`config.mk`:
```
export PLATFORM = sky130hd
export DESIGN_NAME = seq_gen_tx
export DESIGN_NICKNAME = d
export VERILOG_FILES = /design/src/rtl/seq_gen_pkg.sv /design/src/rtl/edge01_counter.sv /design/src/rtl/seq_gen_tx.sv
export SDC_FILE = /design/constraint.sdc
export NUM_CORES = 1
export LEC_CHECK = 0
export CORE_ASPECT_RATIO = 0.9
export CORE_MARGIN = 1
export CORE_UTILIZATION = 53
export CTS_BUF_LIST = sky130_fd_sc_hd__clkbuf_16
export CTS_CLUSTER_DIAMETER = 150
export DETAILED_ROUTE_END_ITERATION = 7
export GPL_TIMING_DRIVEN = 0
export PLACE_DENSITY_LB_ADDON = 0.3
export SLEW_MARGIN = 20
export SYNTH_ARGS = -nofsm -noshare
export SYNTH_HDL_FRONTEND = slang
export SYNTH_SLANG_ARGS = --single-unit
```
`constraint.sdc`:
```
create_clock -name clk -period 2.2 [get_ports clk]
set_clock_uncertainty 0.05 [all_clocks]
set_input_delay 0.44 -clock clk [delete_from_list [all_inputs] [get_ports clk]]
set_output_delay 0.44 -clock clk [all_outputs]
set_load 0.005 [all_outputs]
```
`src/rtl/seq_gen_pkg.sv`:
```
// Shared types and defaults for the serial pattern transmitter.
// SEQ_GEN_TX_PARITY_EN adds the PARITY state to the encoding.
package seq_gen_pkg;

    localparam logic LINE_IDLE = 1'b1;
    localparam int   DEF_WIDTH = 8;
    localparam int   DEF_CNT_W = 8;

`ifdef SEQ_GEN_TX_PARITY_EN
    typedef enum logic [1:0] {
        IDLE   = 2'd0,
        SHIFT  = 2'd1,
        PARITY = 2'd2
    } state_e;
`else
    typedef enum logic {
        IDLE  = 1'b0,
        SHIFT = 1'b1
    } state_e;
`endif

endpackage

```
`src/rtl/edge01_counter.sv`:
```
// Counts en-sampled 0->1 transitions on the serial line, exactly as the
// downstream Mealy detector sees them (idle 1s included).
module edge01_counter
    import seq_gen_pkg::*;
#(
    parameter int CNT_W = DEF_CNT_W
) (
    input  logic             clk,
    input  logic             rst_n,
    input  logic             en,
    input  logic             a,
    output logic [CNT_W-1:0] exp_hits
);

    logic             prev_q, prev_d;
    logic [CNT_W-1:0] hits_q, hits_d;

    always_comb begin
        prev_d = prev_q;
        hits_d = hits_q;
        if (en) begin
            prev_d = a;
            if (!prev_q && a) begin
                hits_d = hits_q + CNT_W'(1);
            end
        end
    end

    always_ff @(posedge clk or negedge rst_n) begin
        if (!rst_n) begin
            prev_q <= LINE_IDLE;
            hits_q <= '0;
        end else begin
            prev_q <= prev_d;
            hits_q <= hits_d;
        end
    end

    assign exp_hits = hits_q;

endmodule

```
`src/rtl/seq_gen_tx.sv`:
```
// MSB-first serial transmitter with 0->1 hit tracking.
// Define SEQ_GEN_TX_PARITY_EN to append an even-parity bit to each word.
module seq_gen_tx
    import seq_gen_pkg::*;
#(
    parameter int WIDTH = DEF_WIDTH,
    parameter int CNT_W = DEF_CNT_W
) (
    input  logic             clk,
    input  logic             rst_n,
    input  logic             en,
    input  logic             in_valid,
    output logic             in_ready,
    input  logic [WIDTH-1:0] in_data,
    output logic             a,
    output logic             busy,
    output logic             done,
    output logic [CNT_W-1:0] exp_hits
);

    localparam int            CW   = $clog2(WIDTH);
    localparam logic [CW-1:0] LAST = CW'(WIDTH - 1);

    state_e           state_q, state_d;
    logic [WIDTH-1:0] sh_q, sh_d;
    logic [CW-1:0]    cnt_q, cnt_d;
    logic             a_q, a_d;
    logic             done_q, done_d;
`ifdef SEQ_GEN_TX_PARITY_EN
    logic             par_q, par_d;
`endif

    // a_d is the line level for the state being entered, so a stays registered
    always_comb begin
        state_d = state_q;
        sh_d    = sh_q;
        cnt_d   = cnt_q;
        a_d     = a_q;
        done_d  = 1'b0;
`ifdef SEQ_GEN_TX_PARITY_EN
        par_d   = par_q;
`endif
        unique case (state_q)
            IDLE: begin
                a_d = LINE_IDLE;
                if (in_valid) begin
                    sh_d    = in_data;
                    cnt_d   = '0;
                    a_d     = in_data[WIDTH-1];
                    state_d = SHIFT;
`ifdef SEQ_GEN_TX_PARITY_EN
                    par_d   = ^in_data;
`endif
                end
            end
            SHIFT: begin
                if (en) begin
                    sh_d  = sh_q << 1;
                    cnt_d = cnt_q + CW'(1);
                    a_d   = sh_q[WIDTH-2];
                    if (cnt_q == LAST) begin
                        cnt_d   = '0;
`ifdef SEQ_GEN_TX_PARITY_EN
                        a_d     = par_q;
                        state_d = PARITY;
`else
                        a_d     = LINE_IDLE;
                        done_d  = 1'b1;
                        state_d = IDLE;
`endif
                    end
                end
            end
`ifdef SEQ_GEN_TX_PARITY_EN
            PARITY: begin
                if (en) begin
                    a_d     = LINE_IDLE;
                    done_d  = 1'b1;
                    state_d = IDLE;
                end
            end
`endif
            default: begin
                a_d     = LINE_IDLE;
                state_d = IDLE;
            end
        endcase
    end

    always_ff @(posedge clk or negedge rst_n) begin
        if (!rst_n) begin
            state_q <= IDLE;
            sh_q    <= '0;
            cnt_q   <= '0;
            a_q     <= LINE_IDLE;
            done_q  <= 1'b0;
`ifdef SEQ_GEN_TX_PARITY_EN
            par_q   <= 1'b0;
`endif
        end else begin
            state_q <= state_d;
            sh_q    <= sh_d;
            cnt_q   <= cnt_d;
            a_q     <= a_d;
            done_q  <= done_d;
`ifdef SEQ_GEN_TX_PARITY_EN
            par_q   <= par_d;
`endif
        end
    end

    assign a        = a_q;
    assign done     = done_q;
    assign in_ready = (state_q == IDLE);
    assign busy     = (state_q != IDLE);

    edge01_counter #(
        .CNT_W(CNT_W)
    ) u_hits (
        .clk     (clk),
        .rst_n   (rst_n),
        .en      (en),
        .a       (a_q),
        .exp_hits(exp_hits)
    );

endmodule

```
* Yosys cells after proc, flatten, opt, wreduce, memory -nomap -nowiden
Index checks and enable logic that the tools add are counted.
W data, S select, Z words.
** Storage, ports and cells
- Register bits :: 22
- Latch bits :: 0
- Bits in writable memories :: 0
- Memory bits (read-only) :: 0
- Bits of input ports :: 12
- Logic and storage cells :: 35
- Memories kept :: 0
** Cells by class
- $add $sub $neg :: 2
- Multipliers :: 0
- Divide/modulo/power cells :: 0
- Order comparisons :: 0
- Eq/ne operators :: 3
- Shift-type cells :: 0
- Multiplexer cells :: 18
- Bitwise logic cells :: 1
- Reduce and logical (&&, ||, !) cells :: 4
** Operators by type and width (count)
- $mux W7 :: 2
- $pmux W7 S2 :: 1
- $mux W1 :: 9
- $mux W3 :: 3
- $add A8 B1 Y8 const B :: 1
- $pmux W3 S2 :: 1
- $ne A2 B2 Y1 const B :: 2
- $pmux W1 S2 :: 2
- $reduce_and A2 Y1 :: 2
- $add A3 B1 Y3 const B :: 1
- $eq A3 B3 Y1 const B :: 1
- $logic_and A1 B1 Y1 :: 1
- $logic_not A1 Y1 :: 1
- $not A1 Y1 :: 1

* Depth between registers and ports, before layout
Gate-level depths: netlist of run 1.
- Depth in word-level cells :: 4
- Mapped depth :: 5
- Mapped depth without buffers :: 5

* Modules after synthesis
A second synthesis of run 1 with hierarchy kept.
** Second synthesis, totals
- Cell total of the unflattened synthesis :: 94
- Area, all modules :: 1089.8 um^2
** By module, submodules not included
- seq_gen_tx :: times used 1, cells each 64, area each 693.2 um^2, sequential area each 326.6 um^2
- edge01_counter :: times used 1, cells each 30, area each 396.6 um^2, sequential area each 226.5 um^2

* Least setup slack after synthesis of run 1
Ideal clock, no wire load.
- Path type :: register to register
- Start point :: register cnt_q[0]
- End point :: register cnt_q[2]
- Data arrival time :: 1037 ps
- Required time :: 2021 ps
- Setup slack :: 985 ps
- Stages on the path, launching flop included :: 5
- Buffers on the path :: 0
- Clock period less this slack :: 1215 ps
- Cells stage by stage :: dfrtp_1 ha_1 ha_1 mux2i_1 o21ai_0
** On the way
- Cells in the longest elaborated chain, start to end :: 4
- Elaborated cells on any way between the ends :: 5
** RTL lines
- start, declared :: line seq_gen_tx.sv:26 : logic [CW-1:0] cnt_q, cnt_d;
- start signal, assigned :: line seq_gen_tx.sv:103 : cnt_q <= cnt_d;
- $add A3 B1 Y3 or $eq A3 B3 Y1 (tied branches) :: line seq_gen_tx.sv:59, seq_gen_tx.sv:61
- $mux W3 (*) :: line seq_gen_tx.sv:61 : if (cnt_q == LAST) begin
- $mux W3 (*) :: line seq_gen_tx.sv:57 : if (en) begin
- $pmux W3 S2 (*) :: line seq_gen_tx.sv:43 : unique case (state_q)
Every way passes the cells marked *; elsewhere a longest branch is shown, timed or not. The select of a mux whose other input is x is not followed.
A chain may end at the register's enable or synchronous reset.

* Worst setup path in the final report of run 1
- Start point :: register state_q, in the netlist busy
- End point :: output port in_ready
** On the way
- Cells in the longest elaborated chain, start to end :: 1
** RTL lines
- start, declared :: line seq_gen_tx.sv:24 : state_e state_q, state_d;
- start signal, assigned :: line seq_gen_tx.sv:101 : state_q <= state_d;
- $not A1 Y1
- end, declared :: line seq_gen_tx.sv:13 : output logic in_ready,
No other way between the ends.

==> results of run 1 <==
cell families (layout without fill, tap and decap cells):
family                     after synthesis  count (layout)  synth area share [%]
muxes                                   11              11                  10.1
AOI/OAI and AO/OA                       17              17                  9.10
adders and majority gates                4               4                  4.49
buffers and inverters                    6              32                  3.93
xor gates and xnor gates                 7               7                  5.51
DFF                                     22              22                  49.7
and+or+nand+nor                         32              32                  17.2
state kept, by name, indices dropped and copies added, names as in the netlist:
name,flops
a,1
busy,1
cnt_q,3
done,1
sh_q,7
u_hits.exp_hits,8
u_hits.prev_q,1
critical path: stages, from the launching register on:
cell	delay [ns]
dfrtp_1	0.38
buf_2	0.18
inv_1	0.16
clkdlybuf4s50_1	0.54
cell type report:
type | count | share of cell area [%]
Tap cell | 25 | 2.13
Multi-Input combinational cell | 71 | 35.3
Timing Repair Buffer | 22 | 14.7
Inverter | 1 | 0.256
Clock buffer | 3 | 5.12
Sequential cell | 22 | 37.7
Buffer | 5 | 2.73
Clock inverter | 1 | 2.05
power groups by stage:
stage / sequential, mW / combinational (mW) / clock, mW
after global placement: 0.708 / 0.531 / 0
after detailed placement: 0.722 / 0.570 / 0
after CTS: 0.724 / 0.581 / 0.512
after global routing: 0.745 / 0.630 / 0.525
final: 0.723 / 0.573 / 0.509
after floorplan: 0.693 / 0.332 / 0
worst max path at each step:
stage	startpoint	cells after the start	end
2_1_floorplan	cnt_q[0]$_DFFE_PN0P_	4	cnt_q[2]$_DFFE_PN0P_
3_3_place_gp	in_valid	5	sh_q[4]$_DFFE_PN0P_
3_5_place_dp	in_valid	5	sh_q[4]$_DFFE_PN0P_
4_1_cts	busy$_DFF_PN0_	3	in_ready
5_1_grt	busy$_DFF_PN0_	3	in_ready
6_report	busy$_DFF_PN0_	3	in_ready
routing by layer:
layer,track usage [%],vias to the layer above,wire length (um)
met3,3.33,8,87
met4,16.7,0,88
met5,0,-,0
met1,28.2,424,998
met2,42.1,19,1220
li1,-,402,-
synth_stat cells:
library cell  instances  area [um^2]
buf_6                 2         22.5
buf_2                 2         10.0
nand3_1               4         20.0
mux2i_1               9         90.1
ha_1                  4         50.1
a211oi_1              5         37.5
and3_1                1         6.26
o21ai_0               4         20.0
inv_1                 1         3.75
nor2_1                6         22.5
nor2b_1               6         37.5
dfrtp_1              20          500
a21oi_1               5         25.0
nand3b_4              1         20.0
mux2_2                2         22.5
o22ai_1               2         12.5
buf_4                 1         7.51
and2b_1               1         7.51
nand2_1               6         22.5
xor2_1                5         43.8
xnor2_1               2         17.5
a31oi_1               1         6.26
nand4_1               2         12.5
nand2b_1              1         6.26
nor3b_1               1         7.51
dfstp_2               2         52.6
nor3_2                2         20.0
nand4b_1              1         8.76
==> results.toml, run 1 <==
[cells_and_area]
synthToLayoutAreaGrowth_pct = 31.6
regArea_um2 = 553
finalNonFillerCells = 150
fin_util_pct = 75.1
finalInstanceArea_um2 = 1470
final_common_cell = "clkdlybuf4s50_1"
antenna_cells = 0
nFillCells = 144
nNetsFinal = 142
multi_input_area_um2 = 517
drive_above_1_share_pct = 13.6
final_cell_mix = "clkdlybuf4s50_1, dfrtp_1, mux2i_1"

[setup_path]
crit_fanout = 10
rr_endpoint = "cnt_q[0]$_DFFE_PN0P_"
cp.required_ns = 1.71
rr_startpoint = "cnt_q[0]$_DFFE_PN0P_"
crit_type = "register to output port"
r2r_setup_slack_ns = 0.79
r2r_cells = 5
cp-start-kind = "register"
cp.arrival_ns = 1.52
cp-end-kind = "output port"

[sta]
min_period_ns = 2.01
slew_headroom_pct = 68.0
fmax_mhz = 498
tns_ns = 0
period_share_pct = 91.3
setup_viol_count_final = 0
hold_violations = 0
drv_slew = 0
hold_slack_ns = 0.0889
setup_slack_ns = 0.191
max_slew.worst_pin.slew_ns = 0.480
rsz0062_at_grt = "no"

[synth]
syn_area_um2 = 1110
synth_cell_types = 28
ys_seq_area_share_pct = 49.7
synth_cells = 99
synth_warnings = 0
synth_nets = 115
synth-seq-cells = 22
syn_avg_cell_area_um2 = 11.2

[floorplan]
die_area_um2 = 2290
io_pins = 24
num_rows = 15
start_util_pct = 57.1
die-height_um = 45.5
core_area_um2 = 1950
fp.dieW_um = 50.3

[global_route]
grt_util_all_layers_pct = 24.2
grt_pass1_vias = 870
grt_overflow = 0
grt_pass1_wl_mm = 3.95
grt_max_degree = 23
antenna_found_initial = 0

[power_and_ir_drop]
power.share.clock_pct = 28.2
p_seq_share_pct = 40.1
swShare_pct = 30.4
power_frac_comb_pct = 31.7
p_switching_mw = 0.549
internal_power_mw = 1.26
power_mw = 1.81
p_leak_nw = 0.673
power_density_nw_per_um2 = 1230
ir_drop_mv = 0.774

[cts]
cts_buffer_depth = 2
clkSinkCount = 22
cts_setup_buffers = 0
cts_tree = "built"
cts_resized = 0
clk_latency_ns = 0.26
clock-root-buffer = "clkbuf_16"
cts_buffers = 3
htreeDepth = 1
clk_pin_slew_ns = 0.06
hold_buffers = 0

[placed_design]
hpwl_mm = 1.62
dp.cells = 146
numPortBuffers = 22
place_ws_ns = 0.395
gp_congestion = 0.751
place_area_um2 = 1370

[routing]
vias = 853
drc = 0
wl_per_cell_um = 16.0
antenna_left = 0
dr.pass1.iters = 4
drt_wl_total_mm = 2.39
drt_iter0_drc = 11
via_per_inst = 5.69

[run_status]
outcome = "complete, no violations"

[worst_hold_path]
min_path_type = "primary input to async pin"

[run]
maxCapViolCount = 0
Power figures use the tool's default switching activity.
==> run 2, diff against run 1 <==
Settings changed: CORE_ASPECT_RATIO 0.9 to default, CORE_MARGIN 1 to 3.
==> results.toml, run 2 (synthesis gave the netlist of run 1 again) <==
[cells_and_area]
finalInstanceArea_um2 = 1440
final_common_cell = "clkdlybuf4s50_1"
nNetsFinal = 142
final_cell_mix = "clkdlybuf4s50_1, dfrtp_1, mux2i_1"
fin_util_pct = 77.7
synthToLayoutAreaGrowth_pct = 29.7
finalNonFillerCells = 150
drive_above_1_share_pct = 12.0
largest_reg_flops = 8
antenna_cells = 0

[placed_design]
numPortBuffers = 22
place_ws_ns = 0.373
gp_congestion = 0.759
dp.cells = 146
hpwl_mm = 1.71
place_area_um2 = 1370

[cts]
htreeDepth = 1
cts_setup_buffers = 0
cts_tree = "built"
cts_buffers = 3
clkSinkCount = 22
clk_pin_slew_ns = 0.06
cts_resized = 0
clk_latency_ns = 0.25
clock-root-buffer = "clkbuf_16"
hold_buffers = 0
cts_buffer_depth = 2

[power_and_ir_drop]
p_leak_nw = 0.664
p_switching_mw = 0.527
power_density_nw_per_um2 = 1150
power_mw = 1.67
internal_power_mw = 1.14
ir_drop_mv = 0.834
power.share.clock_pct = 22.6
swShare_pct = 31.6
power_frac_comb_pct = 34.5
p_seq_share_pct = 42.9

[routing]
drc = 0
vias = 827
dr.pass1.iters = 4
drt_iter0_drc = 7
wl_per_cell_um = 15.7
drt_wl_total_mm = 2.36
via_per_inst = 5.51
antenna_left = 0

[sta]
drv_slew = 0
period_share_pct = 91.0
hold_slack_ns = 0.417
max_slew.worst_pin.slew_ns = 0.964
fmax_mhz = 500
setup_slack_ns = 0.199
min_period_ns = 2.00
setup_viol_count_final = 0
hold_violations = 0
slew_headroom_pct = 35.5
tns_ns = 0
rsz0062_at_grt = "no"

[global_route]
grt_overflow = 0
grt_util_all_layers_pct = 21.2
grt_pass1_vias = 892
grt_pass1_wl_mm = 4.15
grt_max_degree = 23
antenna_found_initial = 0

[run]
maxCapViolCount = 0

[setup_path]
r2r_setup_slack_ns = 0.85
crit_fanout = 10
cp.required_ns = 1.71
cp-start-kind = "register"
cp.arrival_ns = 1.51
crit_type = "register to output port"
cp-end-kind = "output port"

[floorplan]
die_area_um2 = 2690
fp.dieW_um = 51.8
start_util_pct = 59.9
io_pins = 24
num_rows = 15
die-height_um = 51.8
core_area_um2 = 1860

[worst_hold_path]
min_path_type = "register to register"

[run_status]
outcome = "complete, no violations"
==> run 2: cell count changes in the layout (fill, tap and decap cells not counted), sizes merged <==
cell           previous run  this run
clkdlybuf4s50            21        22
bufinv                    1         0
buf                       6         5
inv                       1         2
==> run 2: per-layer routing <==
layer	global-route usage (%)	vias to the layer above	share of wire (%)
li1	-	404	-
met1	25.7	406	44
met2	37.0	15	52
met3	3.72	2	3.6
met4	7.86	0	0.68
met5	0	-	0
==> run 2: worst max-delay path, stage by stage, from the launching register on <==
cell,delay (ns)
dfrtp_1,0.37
buf_2,0.18
inv_1,0.17
clkdlybuf4s50_1,0.54
==> run 2: final cells by class <==
| type | count | area [um^2] |
|---|---|---|
| Sequential cell | 22 | 553 |
| Multi-Input combinational cell | 71 | 517 |
| Fill cell | 117 | 414 |
| Timing Repair Buffer | 22 | 220 |
| Clock buffer | 3 | 75.1 |
| Buffer | 5 | 40.0 |
| Tap cell | 25 | 31.3 |
| Clock inverter | 1 | 3.75 |
| Inverter | 1 | 3.75 |
==> run 2: worst paths after layout <==
check / end / startpoint / cells after the start
min in group asynchronous: u_hits.exp_hits[6]$_DFFE_PN0P_ / rst_n / 1
setup reg to reg: cnt_q[1]$_DFFE_PN0P_ / cnt_q[0]$_DFFE_PN0P_ / 5
setup / recovery: in_ready / busy$_DFF_PN0_ / 3
hold / removal: u_hits.exp_hits[7]$_DFFE_PN0P_ / u_hits.exp_hits[7]$_DFFE_PN0P_ / 1
hold reg to reg: u_hits.exp_hits[7]$_DFFE_PN0P_ / u_hits.exp_hits[7]$_DFFE_PN0P_ / 1
max in group asynchronous: sh_q[3]$_DFFE_PN0P_ / rst_n / 1
==> run 2: power by group through the flow <==
stage | Sequential, mW | Combinational (mW) | Clock, mW
after detailed placement | 0.719 | 0.576 | 0
after floorplan | 0.693 | 0.332 | 0
after global routing | 0.744 | 0.640 | 0.405
final | 0.715 | 0.574 | 0.377
after global placement | 0.706 | 0.534 | 0
after CTS | 0.715 | 0.584 | 0.384
==> run 3, diff against run 2 <==
Settings changed: CTS_CLUSTER_DIAMETER 150 to 40.
==> results of run 3 <==
No change in the layout: final DEF, timing and power equal those of run 2.
